## src/rtl/gpio_cond_pkg.sv

```systemverilog
// Shared constants and helpers for the GPIO input conditioner.
package gpio_cond_pkg;

  localparam int DEBOUNCE_CYCLES_DEFAULT = 1000000;
  localparam int DEBOUNCE_CYCLES_TEST    = 1;

  // Debounce counter width: clog2 of the cycle count, never narrower than one bit.
  function automatic int cnt_width(input int cycles);
    return (cycles <= 2) ? 1 : $clog2(cycles);
  endfunction

endpackage

```

## src/rtl/gpio_debounce_bit.sv

```systemverilog
// One GPIO channel: synchronizer chain, debounce counter, clean level and edge pulses.
module gpio_debounce_bit
  import gpio_cond_pkg::*;
#(
  parameter int   SYNC_STAGES     = 2,
  parameter int   DEBOUNCE_CYCLES = DEBOUNCE_CYCLES_DEFAULT,
  parameter logic INIT_BIT        = 1'b0
) (
  input  logic clk_i,
  input  logic rst_i,
  input  logic raw_i,
  output logic clean_o,
  output logic rise_o,
  output logic fall_o
);

  localparam int               CNT_W    = cnt_width(DEBOUNCE_CYCLES);
  localparam logic [CNT_W-1:0] CNT_LAST = CNT_W'(DEBOUNCE_CYCLES - 1);

  logic [SYNC_STAGES-1:0] sync_q, sync_d;
  logic [CNT_W-1:0]       cnt_q, cnt_d;
  logic                   clean_q, clean_d;
  logic                   rise_q, rise_d;
  logic                   fall_q, fall_d;
  logic                   s;

  assign s = sync_q[SYNC_STAGES-1];

  // Any cycle where the synchronized level matches the clean level restarts the filter.
  always_comb begin
    sync_d  = {sync_q[SYNC_STAGES-2:0], raw_i};
    cnt_d   = '0;
    clean_d = clean_q;
    rise_d  = 1'b0;
    fall_d  = 1'b0;
    if (s != clean_q) begin
      if (cnt_q == CNT_LAST) begin
        clean_d = s;
        rise_d  = s;
        fall_d  = ~s;
      end else begin
        cnt_d = cnt_q + CNT_W'(1);
      end
    end
  end

  always_ff @(posedge clk_i or posedge rst_i) begin
    if (rst_i) begin
      sync_q  <= {SYNC_STAGES{INIT_BIT}};
      cnt_q   <= '0;
      clean_q <= INIT_BIT;
      rise_q  <= 1'b0;
      fall_q  <= 1'b0;
    end else begin
      sync_q  <= sync_d;
      cnt_q   <= cnt_d;
      clean_q <= clean_d;
      rise_q  <= rise_d;
      fall_q  <= fall_d;
    end
  end

  assign clean_o = clean_q;
  assign rise_o  = rise_q;
  assign fall_o  = fall_q;

endmodule

```

## src/rtl/gpio_input_conditioner.sv

```systemverilog
// Murax GPIO-A input stage: per-bit synchronize/debounce plus a pending-change event mask.
module gpio_input_conditioner
  import gpio_cond_pkg::*;
#(
  parameter int               WIDTH           = 8,
  parameter int               SYNC_STAGES     = 2,
  parameter int               DEBOUNCE_CYCLES = DEBOUNCE_CYCLES_DEFAULT,
  parameter logic [WIDTH-1:0] INIT            = '0
) (
  input  logic             io_mainClk,
  input  logic             io_asyncReset,
  input  logic [WIDTH-1:0] io_raw_in,
  output logic [WIDTH-1:0] io_clean_out,
  output logic [WIDTH-1:0] io_rise_pulse,
  output logic [WIDTH-1:0] io_fall_pulse,
  output logic             io_event_valid,
  output logic [WIDTH-1:0] io_event_mask,
  input  logic             io_event_ready
);

  logic [WIDTH-1:0] pending_q, pending_d;
  logic             accept;

  for (genvar g = 0; g < WIDTH; g++) begin : g_bit
    gpio_debounce_bit #(
      .SYNC_STAGES     (SYNC_STAGES),
      .DEBOUNCE_CYCLES (DEBOUNCE_CYCLES),
      .INIT_BIT        (INIT[g])
    ) u_bit (
      .clk_i   (io_mainClk),
      .rst_i   (io_asyncReset),
      .raw_i   (io_raw_in[g]),
      .clean_o (io_clean_out[g]),
      .rise_o  (io_rise_pulse[g]),
      .fall_o  (io_fall_pulse[g])
    );
  end

  // Edges landing in the accept cycle are OR-ed in after the clear, so none are lost.
  assign accept = io_event_valid & io_event_ready;

  always_comb begin
    pending_d = (accept ? '0 : pending_q) | io_rise_pulse | io_fall_pulse;
  end

  always_ff @(posedge io_mainClk or posedge io_asyncReset) begin
    if (io_asyncReset) begin
      pending_q <= '0;
    end else begin
      pending_q <= pending_d;
    end
  end

  assign io_event_mask  = pending_q;
  assign io_event_valid = |pending_q;

endmodule

```

## config.mk

```make
export PLATFORM = sky130hd
export DESIGN_NAME = gpio_input_conditioner
export DESIGN_NICKNAME = d
export VERILOG_FILES = /design/src/rtl/gpio_cond_pkg.sv /design/src/rtl/gpio_debounce_bit.sv /design/src/rtl/gpio_input_conditioner.sv
export SDC_FILE = /design/constraint.sdc
export NUM_CORES = 1
export LEC_CHECK = 0
export ABC_AREA = 0
export BUFFER_PORTS_ARGS = -buffer_cell sky130_fd_sc_hd__buf_2
export CAP_MARGIN = 20
export CORE_AREA = 2 2 149 151
export CTS_BUF_LIST = sky130_fd_sc_hd__clkbuf_2
export DETAILED_ROUTE_END_ITERATION = 7
export DIE_AREA = 0 0 151 153
export PLACE_DENSITY = 0.67
export REMOVE_ABC_BUFFERS = 1
export SYNTH_ARGS = -nofsm -noshare
export SYNTH_HDL_FRONTEND = slang
export SYNTH_SLANG_ARGS = --single-unit
```

## constraint.sdc

```tcl
create_clock -name io_mainClk -period 7.78 [get_ports io_mainClk]
set_clock_uncertainty 0.05 [all_clocks]
set_input_delay 1.167 -clock io_mainClk [delete_from_list [all_inputs] [get_ports io_mainClk]]
set_output_delay 1.167 -clock io_mainClk [all_outputs]
set_load 0.1 [all_outputs]
```

==> summary.txt <==
Worst setup path
  – R2r startpoint: g_bit[7].u_bit.cnt_q[0]
  – Kind of critical path: flop to primary output
  – Crit path arrival time: 1.86 ns
  – Max incr delay on CP: 0.41 ns
  – R2r endpoint: g_bit[7].u_bit.cnt_q[8]
  – Buf+Inv Stages, Crit Path: 1
  – Worst Path Max Fanout: 3
  – R2R depth: 5
  – Worst reg2reg setup slack: 5.40 ns
  – Crit. End Element: primary output
  – Crit-path cells: nor4_1 > nand2_1 > buf_2
  – Worst EP required: 6.56 ns
  – Delay-heaviest family, CP: flip-flops
  – Critical-path top delay cell: dfrtp_1
  – Critical Path Source Type: flop

Power
  – Worst vdd ir: 0.133 mV
  – Pleak: 4.45 nW
  – Power Dens Cells: 175 nW/um2
  – Final Power: 0.00184 W

GRT
  – GRT overflow: 0
  – Largest net degree at the start of global routing: 139
  – Antenna violations before repair: 1
  – Number of global-route vias before repair: 6,990
  – All-Layer GR Usage: 17.0%
  – Global-route wire length before repair: 32,700 um

Die
  – Core Box Area: 21,500 um2
  – Row count: 54
  – Initial Utilization: 45.3%
  – Die X-Extent: 151 um
  – Boundary pin count: 44
  – Die Y: 153 um
  – Die ar.: 23,100 um2

Routing
  – Drt first pass iters: 4
  – DR DRC count: 0
  – Final WL: 18,700 um
  – Via density: 5.31
  – Post-DR wirelength/cell: 13.9 um
  – DRT antenna net count: 0
  – DRT iter0 DRCs: 354
  – Vias: 7,157

Min path
  – Worst Hold Path EP: g_bit[5].u_bit.sync_q[1]
  – Min-Delay Startpoint: g_bit[5].u_bit.sync_q[0]
  – Worst hold path class: flop to flop
  – Hold path cells: 0

Layout
  – Commonest non-fill, non-tap cell in the layout: dfrtp_1
  – Layout Cells excl Fill: 1,347
  – Area growth, synth to finish: 8.21%
  – # nets final: 1,045
  – Most frequent cells in the layout: dfrtp_1 (208), nor2_1 (119), clkbuf_2 (69)
  – Fraction of layout cells with a size suffix above 1: 13.9%
  – Fillers: 2,034

Timing
  – Fin Setup TNS: 0 ns
  – Slew Viols, Final: 0
  – Final setup violation count: 0
  – PnR worst setup slack: 4.71 ns
  – Worst-margin pin slew: 0.934 ns
  – Fmax: 0.325 GHz
  – Post-layout min period: 3.07 ns
  – Max transition margin: 37.8%
  – Final Hold Vio Count: 0
  – Unrepaired setup endpoints after global routing: false
  – Period utilisation layout: 39.5%

Yosys
  – YS warnings: 0
  – Register bit total from synthesis: 208
  – Synthesized area per cell: 10.0 um2
  – Post-Syn Area: 9730 um2
  – Netlist cell types: 46
  – Asr flop ratio synth: 100%
  – EDFF count, synth: 0
  – Main synth FF type: dfrtp_1
  – Sequential element share of the synthesized area: 53.5%
  – Post-synthesis cell count: 969

Run
  – Max_cap viols: 0

Status
  – Status: finished clean

CTS
  – CTS Hold Buffers Added: 0
  – CTS clk-pin slew, worst paths: 0.11 ns
  – Number of buffers created by CTS: 52
  – Cts repair resizes: 0
  – CTS H-tree depth: 2
  – Clock Tree Buf Depth: 3
  – CTS tree: yes
  – Clock Sinks: 208
  – Post-CTS Setup Inserts: 0
  – Root buf cell: clkbuf_2
  – Clk_lat worst skew: 0.77 ns

Place
  – GPL Wtd Cong: 0.802
  – Post-DP HPWL: 12,400 um
  – Setup WS pre-CTS: 4.75 ns
  – Dpl cells: 1,252
  – Port buffer count: 43
## cell families after synthesis
| family | Yosys count | synth area share [%] |
|---|---|---|
| multiplexers | 9 | 1.07 |
| AND/OR/NAND/NOR | 442 | 24.3 |
| XOR/XNOR | 97 | 8.73 |
| buffers and inverters | 81 | 4.09 |
| flip-flops | 208 | 53.5 |
| adder cells (fa/ha/maj) | 8 | 1.03 |
| AO/OA/AOI/OAI | 124 | 7.24 |
## synthesized netlist by cell type, drive strengths merged (4+ instances only)
master | instances | area share, %
a21oi | 52 | 2.7
and2 | 7 | 0.45
and3 | 24 | 1.5
buf | 27 | 2.0
clkbuf | 20 | 0.77
dfrtp | 208 | 54
ha | 8 | 1.0
inv | 34 | 1.3
mux2 | 8 | 0.96
nand2 | 48 | 1.9
nand3 | 63 | 3.3
nand4 | 25 | 1.6
nand4b | 6 | 0.54
nor2 | 119 | 4.6
nor2b | 4 | 0.26
nor3 | 19 | 0.98
nor3b | 17 | 1.3
nor4 | 19 | 1.2
nor4b | 5 | 0.45
o21ai | 49 | 2.6
o31ai | 18 | 1.5
or2 | 8 | 0.54
or3 | 40 | 2.6
or4 | 31 | 2.4
xnor2 | 54 | 4.9
xor2 | 43 | 3.9
## cell type report
class / instances / area (um2) / share of cell area, %
Inverter: 34 / 135 / 1.28
Clock inverter: 24 / 92.6 / 0.880
Multi-Input combinational cell: 680 / 4120 / 39.2
Sequential cell: 208 / 5200 / 49.5
Antenna cell: 2 / 5.00 / 0.0476
Tap cell: 280 / 350 / 3.33
Clock buffer: 69 / 345 / 3.28
Timing Repair Buffer: 50 / 268 / 2.54
## report_power, final
group          total [W]  switching [W]  internal, W
logic          0.0000596      0.0000430    0.0000166
registers        0.00111      0.0000154      0.00109
clock network   0.000672       0.000428     0.000244
total            0.00184       0.000487      0.00136
## state kept, by name, indices dropped and copies added (netlist names)
name / flops
g_bit.u_bit.fall_o: 8
g_bit.u_bit.rise_o: 8
g_bit.u_bit.sync_q: 16
g_bit.u_bit.cnt_q: 160
io_event_mask: 8
g_bit.u_bit.clean_o: 8
## how the worst max path moves through the flow
stage / startpoint / to / depth (start not counted)
2_1_floorplan: io_asyncReset / g_bit[0].u_bit.clean_o / 1
3_3_place_gp: io_asyncReset / g_bit[5].u_bit.cnt_q[14] / 3
3_5_place_dp: io_asyncReset / g_bit[5].u_bit.cnt_q[16] / 3
4_1_cts: io_event_mask[1] / io_event_valid / 3
5_1_grt: io_event_mask[0] / io_event_valid / 3
6_report: io_event_mask[1] / io_event_valid / 3
## metrics by stage
step	hold slack, ns	util [%]	area (um2)
2_1_floorplan	0.281	-	9460
3_3_place_gp	0.284	46.9	10100
3_5_place_dp	0.288	46.9	10100
4_1_cts	0.301	49.0	10500
5_1_grt	0.307	49.0	10500
6_report	0.298	49.0	10500
## routing by layer
metal | vias up | wire length, um | GRT usage (%)
met2 | 101 | 8950 | 27.1
met5 | - | 0 | 0
met4 | 0 | 276 | 5.21
met3 | 27 | 711 | 3.79
li1 | 3543 | - | -
met1 | 3486 | 8750 | 23.2
Power figures use the tool's default switching activity.
